File: config.mk
export PLATFORM = sky130hd
export DESIGN_NAME = logicnet_input_packer_flat
export DESIGN_NICKNAME = d
export VERILOG_FILES = /design/src/rtl/logicnet_input_packer_if.sv /design/src/rtl/logicnet_input_packer.sv /design/src/flat_wrapper.sv
export SDC_FILE = /design/constraint.sdc
export NUM_CORES = 1
export LEC_CHECK = 0
export ABC_CLOCK_PERIOD_IN_PS = 2400
export CORE_UTILIZATION = 49
export CTS_CLUSTER_DIAMETER = 80
export DETAILED_ROUTE_END_ITERATION = 16
export PLACE_DENSITY = 0.77
export REMOVE_ABC_BUFFERS = 1
export SETUP_SLACK_MARGIN = 0.2
export SLEW_MARGIN = 20
export SYNTH_ARGS = -nofsm -noshare
export SYNTH_HDL_FRONTEND = slang
export SYNTH_SLANG_ARGS = --single-unit
File: constraint.sdc
create_clock -name clk -period 2.4 [get_ports clk]
set_clock_uncertainty 0.1 [all_clocks]
set_input_delay 0.24 -clock clk [delete_from_list [all_inputs] [get_ports clk]]
set_output_delay 0.24 -clock clk [all_outputs]
set_load 0.01 [all_outputs]
File: src/rtl/logicnet_input_packer_if.sv
// Raw-feature input stream and packed-vector output stream of logicnet_input_packer.
// master = upstream feeder / downstream consumer side, slave = the packer itself.
interface logicnet_input_packer_if #(
  parameter int unsigned NUM_FEATURES = 16,
  parameter int unsigned IN_W         = 8,
  parameter int unsigned BW           = 2
);
  logic                         s_valid;
  logic                         s_ready;
  logic [IN_W-1:0]              s_data;
  logic                         s_last;
  logic                         m_valid;
  logic                         m_ready;
  logic [NUM_FEATURES*BW-1:0]   m_data;

  modport master (
    output s_valid, s_data, s_last, m_ready,
    input  s_ready, m_valid, m_data
  );

  modport slave (
    input  s_valid, s_data, s_last, m_ready,
    output s_ready, m_valid, m_data
  );
endinterface

File: src/rtl/logicnet_input_packer.sv
// Quantizes raw features (shift + saturate) and packs NUM_FEATURES codes into one registered vector.
// Optional macro LOGICNET_PACKER_ERRCNT_EN builds a saturating framing-error counter on err_count.
module logicnet_input_packer #(
  parameter int unsigned NUM_FEATURES = 16,
  parameter int unsigned IN_W         = 8,
  parameter int unsigned BW           = 2,
  parameter int unsigned SHIFT        = 4
) (
  input  logic                    clk,
  input  logic                    rst_n,
  logicnet_input_packer_if.slave  bus,
  output logic                    frame_err,
  output logic [15:0]             err_count
);

  localparam int unsigned VEC_W = NUM_FEATURES * BW;
  localparam int unsigned IDX_W = $clog2(NUM_FEATURES);
  localparam logic [IN_W-1:0] QMAX = IN_W'((2 ** BW) - 1);

  typedef enum logic {FILL, FULL} state_t;

  state_t             state_q, state_d;
  logic [IDX_W-1:0]   idx_q, idx_d;
  logic [VEC_W-1:0]   asm_q, asm_d;
  logic [VEC_W-1:0]   m_data_q, m_data_d;
  logic               m_valid_q, m_valid_d;
  logic               fe_q, fe_d;

  logic [IN_W-1:0]    shifted;
  logic [BW-1:0]      code;
  logic [VEC_W-1:0]   vec;
  logic               accept;
  logic               at_end;
  logic               complete;
  logic               slot_free;

  always_comb begin
    shifted   = bus.s_data >> SHIFT;
    code      = (shifted > QMAX) ? QMAX[BW-1:0] : shifted[BW-1:0];
    accept    = bus.s_valid && (state_q == FILL);
    at_end    = (idx_q == IDX_W'(NUM_FEATURES - 1));
    complete  = accept && (at_end || bus.s_last);
    slot_free = !m_valid_q || bus.m_ready;
    // Slots above idx are still zero from the post-completion clear, so early last zero-fills for free.
    vec = asm_q;
    vec[int'(idx_q) * int'(BW) +: BW] = code;
  end

  always_comb begin
    state_d   = state_q;
    idx_d     = idx_q;
    asm_d     = asm_q;
    m_data_d  = m_data_q;
    m_valid_d = m_valid_q;
    fe_d      = accept && (at_end != bus.s_last);

    unique case (state_q)
      FILL: begin
        if (m_valid_q && bus.m_ready) m_valid_d = 1'b0;
        if (accept) begin
          idx_d = idx_q + IDX_W'(1);
          asm_d = vec;
        end
        if (complete) begin
          idx_d = '0;
          if (slot_free) begin
            m_data_d  = vec;
            m_valid_d = 1'b1;
            asm_d     = '0;
          end else begin
            // The assembly register doubles as the holding slot while FULL.
            asm_d   = vec;
            state_d = FULL;
          end
        end
      end
      FULL: begin
        if (bus.m_ready) begin
          m_data_d = asm_q;
          asm_d    = '0;
          state_d  = FILL;
        end
      end
      default: state_d = FILL;
    endcase
  end

  always_ff @(posedge clk or negedge rst_n) begin
    if (!rst_n) begin
      state_q   <= FILL;
      idx_q     <= '0;
      asm_q     <= '0;
      m_data_q  <= '0;
      m_valid_q <= 1'b0;
      fe_q      <= 1'b0;
    end else begin
      state_q   <= state_d;
      idx_q     <= idx_d;
      asm_q     <= asm_d;
      m_data_q  <= m_data_d;
      m_valid_q <= m_valid_d;
      fe_q      <= fe_d;
    end
  end

  assign bus.s_ready = (state_q == FILL);
  assign bus.m_valid = m_valid_q;
  assign bus.m_data  = m_data_q;
  assign frame_err   = fe_q;

`ifdef LOGICNET_PACKER_ERRCNT_EN
  logic [15:0] err_q;

  always_ff @(posedge clk or negedge rst_n) begin
    if (!rst_n) begin
      err_q <= '0;
    end else if (fe_q && (err_q != '1)) begin
      err_q <= err_q + 16'd1;
    end
  end

  assign err_count = err_q;
`else
  assign err_count = '0;
`endif

endmodule

File: src/flat_wrapper.sv
// flat-port wrapper written by rule: the top's interface ports become plain ports
module logicnet_input_packer_flat 
#(
  parameter int unsigned NUM_FEATURES = 16,
  parameter int unsigned IN_W         = 8,
  parameter int unsigned BW           = 2,
  parameter int unsigned SHIFT        = 4
)
  (clk, rst_n, frame_err, err_count, bus_s_valid, bus_s_data, bus_s_last, bus_m_ready, bus_s_ready, bus_m_valid, bus_m_data);
  logicnet_input_packer_if #(.NUM_FEATURES(NUM_FEATURES), .IN_W(IN_W), .BW(BW)) bus_i ();
  input  logic clk;
  input  logic rst_n;
  output logic frame_err;
  output logic [15:0] err_count;
  input wire logic [$bits(bus_i.s_valid)-1:0] bus_s_valid;
  input wire logic [$bits(bus_i.s_data)-1:0] bus_s_data;
  input wire logic [$bits(bus_i.s_last)-1:0] bus_s_last;
  input wire logic [$bits(bus_i.m_ready)-1:0] bus_m_ready;
  output wire logic [$bits(bus_i.s_ready)-1:0] bus_s_ready;
  output wire logic [$bits(bus_i.m_valid)-1:0] bus_m_valid;
  output wire logic [$bits(bus_i.m_data)-1:0] bus_m_data;
  assign bus_i.s_valid = bus_s_valid;
  assign bus_i.s_data = bus_s_data;
  assign bus_i.s_last = bus_s_last;
  assign bus_i.m_ready = bus_m_ready;
  assign bus_s_ready = bus_i.s_ready;
  assign bus_m_valid = bus_i.m_valid;
  assign bus_m_data = bus_i.m_data;
  logicnet_input_packer #(.NUM_FEATURES(NUM_FEATURES), .IN_W(IN_W), .BW(BW), .SHIFT(SHIFT)) u_core (.clk(clk), .rst_n(rst_n), .bus(bus_i), .frame_err(frame_err), .err_count(err_count));
endmodule
---- Word-level counts from Yosys, hierarchy flattened ----
Index checks and enable logic that the tools add are counted.
W data, S select, Z words.
word-level totals
  flip-flop bits (word level) ............. 71
  output and inout port bits .............. 51
  word-level logic and storage cells ...... 49
cells by class
  add/sub/neg operators ................... 2
  order comparisons ....................... 1
  equal/unequal tests ..................... 6
  shifts and indexed selects .............. 2
  muxes and demuxes ....................... 20
  bitwise gates (word level) .............. 1
  reductions and logical operators ........ 11
operators by type and width
  operator                   number
  $mux W32                   7
  $pmux W32 S2               2
  $neg A5 Y33                1
  $shift A2 B33 Y32 const A  1
  $shiftx A2 B33 Y32         1
  $bwmux W32                 1
  $mux W4                    2
  $mux W1                    6
  $add A4 B1 Y4 const B      1
  $eq A4 B4 Y1 const B       1
  $gt A4 B2 Y1 const B       1
  $logic_and A1 B1 Y1        4
  $ne A2 B1 Y1 const B       2
  $reduce_and A2 Y1          2
  $ne A3 B1 Y1 const B       1
  $reduce_and A3 Y1          1
  $logic_or A1 B1 Y1         2
  $mux W2                    1
  $ne A2 B2 Y1 const B       1
  $pmux W1 S2                1
  $reduce_bool A2 Y1         1
  $logic_not A1 Y1           1
  $ne A1 B1 Y1               1
  $not A1 Y1                 1

---- Logic depth before layout (Yosys ltp) ----
  depth in word-level cells ............... 7
  mapped depth ............................ 10
  mapped depth without buffers ............ 8

---- Worst setup path after synthesis ----
Ideal clock, no wire load.
  path type ............................... register -> register
  from .................................... register u_core.idx_q[0]
  to ...................................... register u_core.m_data_q[20], in the netlist u_core.bus.m_data[20]
  data arrival time ....................... 2318 ps
  required time ........................... 2170 ps
  slack ................................... -148 ps
  stages on the path, launching flop included .. 10
  buffers on the path ..................... 2
  clock period less this slack ............ 2548 ps
  cells stage by stage .................... dfrtp_1 > buf_6 > clkbuf_1 > nor3_1 > ha_1 > or4b_4 > a211oi_4 > nand2_1 > a221oi_1 > a21oi_1
on the way
  cells in the longest elaborated chain, start to end .. 6
  elaborated cells on any way between the ends .. 12
  those cells by class .................... add/sub: 1; eq/ne: 2; shift: 2; mux: 4; reduce/logical: 3
RTL lines
  item                                                     line                          source
  from (decl)                                              logicnet_input_packer.sv:23   logic [IDX_W-1:0] idx_q, idx_d;
  from (signal assigned)                                   logicnet_input_packer.sv:98   idx_q <= idx_d;
  $neg A5 Y33                                              logicnet_input_packer.sv:46   vec[int'(idx_q) * int'(BW) +: BW] = code;
  $shiftx A2 B33 Y32 or $shift A2 B33 Y32 (tied branches)  logicnet_input_packer.sv:46
  $bwmux W32                                               logicnet_input_packer.sv:46
  $mux W32                                                 logicnet_input_packer.sv:66   if (slot_free) begin
  $mux W32                                                 logicnet_input_packer.sv:64   if (complete) begin
  $pmux W32 S2                                             logicnet_input_packer.sv:57   unique case (state_q)
  to (signal assigned)                                     logicnet_input_packer.sv:100  m_data_q <= m_data_d;
  to (decl)                                                logicnet_input_packer.sv:25   logic [VEC_W-1:0] m_data_q, m_data_d;
Several ways; a longest one is shown, not always the timed one. The select of a mux whose other input is x is not followed.
A chain may end at the register's enable or synchronous reset.

---- Worst setup path in the final report ----
  from .................................... register u_core.idx_q[1]
  to ...................................... register u_core.asm_q[20]
on the way
  cells in the longest elaborated chain, start to end .. 6
  elaborated cells on any way between the ends .. 13
  those cells by class .................... add/sub: 1; eq/ne: 2; shift: 2; mux: 5; reduce/logical: 3
RTL lines
  item                                                     line                                                      source
  $neg A5 Y33                                              logicnet_input_packer.sv:46
  $shiftx A2 B33 Y32 or $shift A2 B33 Y32 (tied branches)  logicnet_input_packer.sv:46
  $bwmux W32                                               logicnet_input_packer.sv:46
  $mux W32 (on tied branches)                              logicnet_input_packer.sv:60, logicnet_input_packer.sv:66
  $mux W32                                                 logicnet_input_packer.sv:64
  $pmux W32 S2                                             logicnet_input_packer.sv:57
  to (signal assigned)                                     logicnet_input_packer.sv:99                               asm_q <= asm_d;
  to (decl)                                                logicnet_input_packer.sv:24                               logic [VEC_W-1:0] asm_q, asm_d;
Several ways; a longest one is shown, not always the timed one. The select of a mux whose other input is x is not followed.

==> flow_summary.yaml <==
logic_synthesis:
  yosysMostFrequentCell: "dfrtp_1"
  postSynthCellCount: 417
  synthFlopType: "dfrtp_1"
  async_flop_share_pct: 100
  ys_seq_area_share_pct: 45.4
  syn_area_per_cell_um2: 9.39
  synth-edff-count: 0
  netlist_area_um2: 3920
  ys_seq_elements: 71
  synth_top_area_share_pct: 45.4
  synth_common_cells: "dfrtp_1, nor2_1, nand2_1"
  synth_cell_type_count: 58
  yosysWarnings: 0
  synthTopCellsByArea: "dfrtp_1, a22o_1, nor2_1, buf_4, nand2_1"
  synth_area_leader_cell: "dfrtp_1"
cts:
  cts.htree.levels: 3
  cts_num_sinks: 71
  path_clk_slew_ps: 70
  numCtsBuffers: 9
  clk_path_buf_depth: 2
  tritoncts: "done"
  cts_root_buffer: "clkbuf_8"
  clk_latency_ps: 350
sta:
  final-hold-violation-count: 0
  setup_violations: 0
  slew-limit-headroom_pct: 59.5
  rsz0062_at_grt: "true"
  fin_crit_ps: 2300
  slew_violations: 0
  worst_slew_pin_slew_ps: 608
  fin_crit_sh_pct: 96.0
  timing.fmax_mhz: 434
routing:
  vias: 3583
  viasPerCell: 5.97
  first_pass_iters: 5
  post-route-drc-count: 0
  drtIter0Drc: 251
  wirelength_um: 10600
  ant_nets: 0
  wl_per_cell_um: 17.6
worst_setup_path:
  endpoint: "u_core.asm_q[20]"
  crit_path_max_incr_delay_ps: 560
  critPathTopFamily: "simple AND/OR/NAND/NOR gates"
  crit_chain: "nor3_2, ha_1, or4b_4, a211oi_4, buf_4, o21ai_2, a22o_1"
  reg2reg_to: "u_core.asm_q[20]"
  cp-end-kind: "register"
  critical_path_arrival_ps: 2450
  crit_cells: 7
  critPathSlowestCell: "or4b_4"
  reg2reg_slack_ps: 100
  r2r-start: "u_core.idx_q[1]"
  startpoint: "u_core.idx_q[1]"
  path_buf_inv: 1
  start_kind: "register"
  required_ps: 2540
  critPathMaxFanout: 3
  critPathKind: "reg -> reg"
  worstRegToRegCells: 7
place:
  dp_hpwl_um: 7170
  placed_cells: 573
  gp_congestion: 0.886
  postPlaceCellArea_um2: 4580
  port_buffers: 43
die:
  core_um2: 7730
  ios: 64
  initial_utilization_pct: 50.7
  row_count: 32
  die_w_um: 91.4
  dieArea_um2: 8350
  chipHeight_um: 91.4
power_and_ir_drop:
  max-vdd-ir-drop_mv: 0.400
  p_per_area_nw_per_um2: 797
  leakage_nw: 2.15
status:
  outcome: "finished clean"
global_routing:
  grt_max_degree: 50
  met2_usage_pct: 43.5
  overflow: 0
  met3_usage_pct: 3.43
  grt_pass1_vias: 3434
  grt.met1_usage_pct: 33.3
  antenna_found_initial: 0
  grt_pass1_wl_um: 16800
  track_usage_pct: 26.1
  busiest_layer: "met2"
layout:
  diodes: 0
  areaGrowthSynthToFinish_pct: 29.2
  drive_gt1_share_pct: 22.3
  fin_nets: 510
  finish.instance_area_um2: 5060
  final_cell_count_no_fill: 600
min_path:
  min_path_type: "reg -> reg"
run:
  max_cap_violations: 0
-- state kept, by name, indices dropped and copies added, names as in the netlist --
register / cells
u_core.asm_q: 32
u_core.bus.m_data: 32
u_core.idx_q: 4
u_core.bus.m_valid: 1
u_core.frame_err: 1
u_core.state_q: 1
-- how the worst min path moves through the flow --
stage,slack [ps],depth (start not counted),to,start
floorplan,-160,0,u_core.asm_q[0],rst_n
global placement,270,2,u_core.bus.m_data[22],rst_n
detailed placement,280,2,u_core.asm_q[23],rst_n
CTS,400,1,u_core.asm_q[9],u_core.asm_q[9]
global route,420,1,u_core.asm_q[9],u_core.asm_q[9]
finish,400,2,u_core.bus.m_data[26],u_core.bus.m_data[26]
-- per-layer routing --
metal	routed length [um]	share of wire (%)
met3	537	5.1
met5	0	0
met1	4450	42
met4	276	2.6
met2	5290	50
-- final cells by class --
cell class / count / area (um2)
clock buffer: 11 / 141
clock inverter: 5 / 56.3
fill: 613 / 2670
inverter: 12 / 45.0
multi-input combinational: 309 / 2090
sequential: 71 / 1780
tap: 102 / 128
timing repair buffer: 90 / 821
-- stage by stage --
step	utilization, %	total power, mW	hold WS (ps)	TNS [ps]	worst slack, ps
floorplan	-	2.25	-156	-10750	-395
global placement	59.3	2.85	273	0	59.2
detailed placement	59.3	2.88	284	0	25.4
CTS	63.3	3.91	401	0	157
global route	65.5	4.24	415	0	26.2
finish	65.5	4.03	402	0	96.6
-- power by group --
| group | leakage [nW] | switching (mW) | internal (mW) |
|---|---|---|---|
| registers | 0.919 | 0.106 | 1.37 |
| clock network | 0.0997 | 0.457 | 0.509 |
| logic | 1.13 | 0.867 | 0.724 |
-- layout by cell type, fill, tap and decap left out, types with 3 or more instances in the layout --
cell             instances
o2bb2ai_1                4
nor3_2                   5
o22ai_1                 10
o221a_2                  4
nand2b_1                 6
nand3_1                 11
o21ai_1                 17
dfrtp_1                 70
a21o_1                   3
nor2_1                  48
mux2i_1                  4
buf_4                   40
buf_6                    4
clkdlybuf4s50_1         42
nand2_1                 31
nor2b_2                  3
a211oi_1                 4
a21oi_1                 14
a22o_1                  22
o21ai_2                  4
o21ai_0                 18
inv_1                   10
and2_1                   3
a221oi_1                 4
nor3_1                   8
o31ai_1                  3
and3_1                   3
conb_1                  16
or3_1                    6
a221oi_2                 3
o21a_1                   3
clkbuf_8                10
nor2b_1                  4
-- logic make-up after synthesis --
logic type | synth area share, %
DFF | 45.4
other | 0.0958
AOI/OAI and AO/OA | 25.0
buffers and inverters | 7.32
xor gates and xnor gates | 1.12
adders and majority gates | 1.28
muxes | 1.28
and+or+nand+nor | 18.6
-- worst register-to-register path, cell delays in order (launching register included) --
cell and delay, ps:
dfrtp_1 430, nor3_2 170, ha_1 280, or4b_4 560, a211oi_4 200, buf_4 160, o21ai_2 60, a22o_1 230
-- repair_timing --
item	in CTS	in global routing
gates resized for setup	20	27
hold buffers	1	0
setup endpoints to repair	55	64
pin swaps	9	13
endpoints found under the hold margin	48	0
buffers inserted	4	6
Power figures use the tool's default switching activity.
==> RTL edit 1: new RTL, same settings <==
`IN_W` is set to 8 in 3 places; all go to 9.
--- a/src/rtl/logicnet_input_packer_if.sv
+++ b/src/rtl/logicnet_input_packer_if.sv
@@ -2,7 +2,7 @@
 // master = upstream feeder / downstream consumer side, slave = the packer itself.
 interface logicnet_input_packer_if #(
   parameter int unsigned NUM_FEATURES = 16,
-  parameter int unsigned IN_W         = 8,
+  parameter int unsigned IN_W         = 9,
   parameter int unsigned BW           = 2
 );
   logic                         s_valid;
--- a/src/rtl/logicnet_input_packer.sv
+++ b/src/rtl/logicnet_input_packer.sv
@@ -2,7 +2,7 @@
 // Optional macro LOGICNET_PACKER_ERRCNT_EN builds a saturating framing-error counter on err_count.
 module logicnet_input_packer #(
   parameter int unsigned NUM_FEATURES = 16,
-  parameter int unsigned IN_W         = 8,
+  parameter int unsigned IN_W         = 9,
   parameter int unsigned BW           = 2,
   parameter int unsigned SHIFT        = 4
 ) (
--- a/src/flat_wrapper.sv
+++ b/src/flat_wrapper.sv
@@ -2,7 +2,7 @@
 module logicnet_input_packer_flat 
 #(
   parameter int unsigned NUM_FEATURES = 16,
-  parameter int unsigned IN_W         = 8,
+  parameter int unsigned IN_W         = 9,
   parameter int unsigned BW           = 2,
   parameter int unsigned SHIFT        = 4
 )
Interface: changed (resized bus_s_data); port bits go from 64 to 65. The function was not compared with the original's and may differ.
==> RTL edit 1 against the unedited design <==
Utilization rose by 2.9 points. Critical path depth rose by 1. Wire length rose by 3.9%. Final area rose by 4.5%. Synthesized cell count fell by 1.4%. Area after synthesis barely moved. Die area barely moved. Setup slack improved by 0.0099 ns. Sequential cell count did not move. Power rose by 8.1%.
==> RTL edit 1: results (changes against the unedited design) <==
| Metric | Value |
|---|---|
| # diodes | `0 (unchanged)` |
| Clock Tree Buf Depth | `2 (unchanged)` |
| Arrival time worst endpoint | `2.43 ns (was 2.45 ns)` |
| Fillers | `588 (was 613)` |
| HP Class | `in2async (was reg2reg)` |
| All-layer global routing usage | `0.272 (was 0.261)` |
| Number of cells on the worst reg-to-reg path | `8 (was 7)` |
| Hold Slack | `0.286 ns (was 0.402 ns)` |
| GPL Wtd Cong | `0.861 (was 0.886)` |
| Reg clk slew, reported paths | `roughly 0.08 ns` |
| Vias in the first global route | `3595 (was 3434)` |
| Sequential area share after synthesis | `0.454 (about the same)` |
| Pint | `2.88 mW (was 2.60 mW)` |
| CTS buffer count | `9 (unchanged)` |
| Largest net degree at the start of global routing | `30 (was 50)` |
| Yosys warns | `0 (unchanged)` |
| Outcome | `completed (unchanged)` |
| DRT iter0 DRCs | `208 (was 251)` |
| R2R Path End | `u_core.bus.m_data[8] (was u_core.asm_q[20])` |
| Reg-to-reg setup timing slack | `0.11 ns` |
| Post-synth cell types | `57 (was 58)` |
| Share of flip-flops with an asynchronous set or reset | `1.00 (unchanged)` |
| Avg WL per Cell | `17.8 µm (was 17.6 µm)` |
| Crit start category | `flip-flop (unchanged)` |
| Vias | `3677 (was 3583)` |
| Antenna violations before repair | `0 (unchanged)` |
| H-tree Lvls | `3 (unchanged)` |
| Max VDD drop | `0.429 mV (was 0.400 mV)` |
| Layout cells sized above 1 | `0.252 (was 0.223)` |
| Port buffer count | `44 (was 43)` |
| First-pass GRT wire length | `17.6 mm (was 16.8 mm)` |
| Skew-Pair Late Insertion Delay | `0.35 ns (about the same)` |
| Post-synth top cells | `dfrtp_1, o21ai_0, nand2_1 (was dfrtp_1, nor2_1, nand2_1)` |
| Final HPWL DP | `7.54 mm (was 7.17 mm)` |
| Worst slew pin tran | `0.509 ns (was 0.608 ns)` |
| Crit-path max FO | `5 (was 3)` |
| Synth area leaders | `dfrtp_1, o21ai_0, nand2_1 (was dfrtp_1, a22o_1, nor2_1)` |
| Lkg Pwr | `2.28 nW (was 2.15 nW)` |
| Root buffer cell | `clkbuf_8 (unchanged)` |
| First-pass DRT Iterations | `4 (was 5)` |
| R2r startpoint | `u_core.idx_q[1] (unchanged)` |
| Top FF cell, synth | `dfrtp_1 (unchanged)` |
| Final nets | `528 (was 510)` |
[RTL edit 1: timing repair]
item,in CTS,in global routing
pin swaps,11,13
gates resized for setup,32,30
hold buffers,1,0
hold endpoints to repair,21,0
setup endpoints to repair,57,65
buffers inserted,6,8
[RTL edit 1: kinds of logic (layout without fill, tap and decap cells)]
group                      after synthesis  in the layout  share of synthesized area
other                                    1             16                   0.000957
AOI/OAI and AO/OA                      136            136                      0.244
and+or+nand+nor                        141            141                      0.189
xor gates and xnor gates                 2              2                     0.0112
muxes                                    7              7                     0.0179
DFF                                     71             71                      0.454
buffers and inverters                   49            138                     0.0706
adders and majority gates                4              4                     0.0128
[RTL edit 1: how the worst max path moves through the flow]
stage | end | slack (ns) | depth (start not counted)
floorplan | u_core.asm_q[25] | -0.79 | 7
global placement | u_core.bus.m_data[20] | 0.04 | 7
detailed placement | u_core.asm_q[25] | -0.05 | 6
CTS | u_core.bus.m_data[4] | 0.16 | 7
global route | u_core.bus.m_data[20] | 0.007 | 9
finish | u_core.bus.m_data[8] | 0.11 | 8
[RTL edit 1: routing by layer]
layer | vias to the layer above | GRT usage | share of wire
li1 | 1699 | - | -
met1 | 1773 | 0.356 | 0.42
met2 | 170 | 0.435 | 0.48
met3 | 35 | 0.0394 | 0.058
met4 | 0 | 0.144 | 0.037
met5 | - | 0 | 0
[RTL edit 1: area by class of cell]
type / count / area, µm² / area share
multi-input cells: 306 / 2090 / 0.396
flip-flops and latches: 71 / 1780 / 0.336
repair buffers: 111 / 996 / 0.188
clock buffers: 11 / 141 / 0.0268
well taps: 102 / 128 / 0.0241
clock inverters: 5 / 105 / 0.0199
inverters: 11 / 46.3 / 0.00876
[RTL edit 1: metrics by stage]
step	setup slack (ns)	instance area (µm²)	utilization	instances	setup TNS [ns]
final	0.106	5290	0.684	617	0
after global placement	0.0352	4720	0.611	586	0
after global routing	0.00723	5290	0.684	617	0
after detailed placement	-0.0459	4720	0.611	586	-0.163
after floorplan	-0.790	3740	-	388	-26.08
after CTS	0.156	5120	0.662	609	0
[RTL edit 1: power by group through the flow]
stage          logic [mW]  registers (mW)  clock network (mW)
2_1_floorplan       0.711            1.57                   0
3_3_place_gp         1.45            1.50                   0
3_5_place_dp         1.47            1.51                   0
4_1_cts              1.56            1.49                1.20
5_1_grt              1.79            1.52                1.25
6_report             1.67            1.50                1.19
[RTL edit 1: critical path, stage by stage, from the launching register on]
cell	delay, ns
dfrtp_1	0.43
nor3_2	0.07
ha_1	0.33
or3b_4	0.43
a2111oi_4	0.23
buf_4	0.20
nand2_1	0.07
a221oi_2	0.24
nor2_1	0.08
==> RTL edit 2: new RTL, config.mk and constraints unchanged <==
Made on the original files. `m_data_q` no longer has a reset.
--- a/src/rtl/logicnet_input_packer.sv
+++ b/src/rtl/logicnet_input_packer.sv
@@ -90,17 +90,19 @@
       state_q   <= FILL;
       idx_q     <= '0;
       asm_q     <= '0;
-      m_data_q  <= '0;
       m_valid_q <= 1'b0;
       fe_q      <= 1'b0;
     end else begin
       state_q   <= state_d;
       idx_q     <= idx_d;
       asm_q     <= asm_d;
-      m_data_q  <= m_data_d;
       m_valid_q <= m_valid_d;
       fe_q      <= fe_d;
     end
+  end
+
+  always_ff @(posedge clk) begin
+    m_data_q <= m_data_d;
   end
 
   assign bus.s_ready = (state_q == FILL);
Function: changed (Yosys sat finds a counterexample within 4 cycles, from zero or initial values and one cycle with rst_n low).
==> RTL edit 2 against the unedited design <==
Count of clock-buffer cells in the layout down 1. Combinational power fell by 11%. Maximum frequency is 2.2% lower. Power down 2.5%. Area after synthesis shrank 6.0%. Via count fell by 15%. Wire length fell by 6.0%. Setup slack worse by 0.053 ns. Sequential cell count unchanged. Final area rose by 2.7%. Critical endpoint is now u_core.bus.m_data[17].
==> RTL edit 2: results (changes against the unedited design) <==
| Metric | Value |
|---|---|
| Outcome | `completed (unchanged)` |
| Share of flip-flops with an asynchronous set or reset | `0.549 (was 1.00)` |
| GPL Wtd Cong | `0.944 (was 0.886)` |
| Syn Area/Cell | `11.8 µm² (was 9.39 µm²)` |
| Fillers | `453 (was 613)` |
| Crit-path max FO | `5 (was 3)` |
| First-pass GRT wire length | `14.3 mm (was 16.8 mm)` |
| CTS buffer count | `9 (unchanged)` |
| HP Class | `reg2reg (unchanged)` |
| DRT iter0 DRCs | `275 (was 251)` |
| Sequential area share after synthesis | `0.526 (was 0.454)` |
| Post-synth cell types | `53 (was 58)` |
| H-tree Lvls | `3 (unchanged)` |
| Vias per inst | `5.92 (was 5.97)` |
| Final nets | `427 (was 510)` |
| All-layer global routing usage | `0.248 (was 0.261)` |
| Slew margin rel. | `0.401 (was 0.595)` |
| Register share of total power | `0.353 (was 0.366)` |
| Layout Cells excl Fill | `514 (was 600)` |
| Yosys warns | `0 (unchanged)` |
| Largest net degree at the start of global routing | `40 (was 50)` |
| Top FF cell, synth | `dfrtp_1 (unchanged)` |
| Final HPWL DP | `5.79 mm (was 7.17 mm)` |
| Synth area leaders | `dfrtp_1, edfxtp_1, mux2_1 (was dfrtp_1, a22o_1, nor2_1)` |
| Number of synthesized flops with an enable pin | `32 (was 0)` |
| Antenna violations before repair | `0 (unchanged)` |
| Slew Limit Fails | `0 (unchanged)` |
| Clock Tree Buf Depth | `2 (unchanged)` |
| Layout cells sized above 1 | `0.354 (was 0.223)` |
| Max VDD drop | `0.448 mV (was 0.400 mV)` |
| Routed wire length | `9.92 mm (was 10.6 mm)` |
| Lkg Pwr | `2.12 nW (was 2.15 nW)` |
| Skew-Pair Late Insertion Delay | `0.35 ns (about the same)` |
| Net Sw Frac | `0.320 (was 0.355)` |
| Post-synth top cells | `dfrtp_1, edfxtp_1, nor2_1 (was dfrtp_1, nor2_1, nand2_1)` |
| # diodes | `0 (unchanged)` |
| Comb. pwr | `1.41 mW (was 1.59 mW)` |
| Root buffer cell | `clkbuf_8 (unchanged)` |
| First-pass DRT Iterations | `5 (unchanged)` |
| Reg clk slew, reported paths | `0.07 ns (about the same)` |
| Arrival time worst endpoint | `2.35 ns (was 2.45 ns)` |
| Port buffer count | `43 (unchanged)` |
| DP Cell Count | `477 (was 573)` |
| Vias in the first global route | `2853 (was 3434)` |
==> RTL edit 2: cell types whose count changed after synthesis, moves of 18 or more <==
| cell | unedited run | this run |
|---|---|---|
| a22o_1 | 22 | 0 |
| edfxtp_1 | 0 | 32 |
| o21ai_0 | 22 | 4 |
| nor2_1 | 51 | 23 |
| mux2_1 | 0 | 20 |
| dfrtp_1 | 71 | 39 |
==> RTL edit 2: through the flow <==
step	utilization	cell area [µm²]	total power, mW	worst slack, ns	hold WS, ns
floorplan	-	3540	1.94	-1.20	-0.156
global placement	0.605	4390	2.34	-0.0732	0.285
detailed placement	0.605	4390	2.37	-0.178	0.309
CTS	0.685	4970	3.71	0.0621	0.388
global route	0.717	5200	4.09	0.00767	0.406
finish	0.717	5200	3.93	0.0440	0.389
==> RTL edit 2: worst max-delay path: stages, from the launching register on <==
cell and delay, ns:
dfrtp_2 0.45, inv_2 0.09, ha_4 0.21, or3_4 0.41, a2111o_1 0.37, nor2_4 0.15, mux2_4 0.32
==> RTL edit 2: cell type report <==
class / instances / area share
Clock buffer: 10 / 0.0245
Clock inverter: 6 / 0.0209
Inverter: 13 / 0.00987
Multi-Input combinational cell: 213 / 0.365
Sequential cell: 71 / 0.373
Tap cell: 99 / 0.0238
Timing Repair Buffer: 102 / 0.182
==> RTL edit 2: per-layer routing <==
metal,up-vias,share of wire,GRT usage
met2,154,0.51,0.421
met5,-,0,0
li1,1352,-,-
met4,0,0.037,0.116
met1,1503,0.39,0.302
met3,36,0.067,0.0541
==> RTL edit 2: final timing paths <==
kind                                               to  slack, ns        startpoint  depth (start not counted)
min in group asynchronous            u_core.asm_q[20]       0.48             rst_n                          2
max in group asynchronous             u_core.idx_q[1]       1.10             rst_n                          2
worst max-delay path            u_core.bus.m_data[17]       0.04   u_core.idx_q[1]                          6
worst max register to register  u_core.bus.m_data[17]       0.04   u_core.idx_q[1]                          6
worst min register to register       u_core.asm_q[15]       0.39  u_core.asm_q[15]                          1
worst min-delay path                 u_core.asm_q[15]       0.39  u_core.asm_q[15]                          1
==> RTL edit 2: timing repair <==
| action | CTS | global route |
|---|---|---|
| pin swaps | 22 | 20 |
| hold endpoints to repair | 39 | 0 |
| gates resized for setup | 52 | 42 |
| cloned | 0 | 0 |
| buffers inserted | 15 | 5 |
| hold buffers | 1 | 0 |
| endpoints found under the setup margin | 37 | 96 |
==> RTL edit 2: cell families after synthesis <==
group,count (synthesis),synth area share
buffers and inverters,44,0.0673
AO/OA/AOI/OAI,72,0.160
multiplexers,32,0.0972
other,1,0.00102
XOR/XNOR,2,0.00986
adder cells (fa/ha/maj),4,0.0136
AND/OR/NAND/NOR,87,0.125
flip-flops,71,0.526
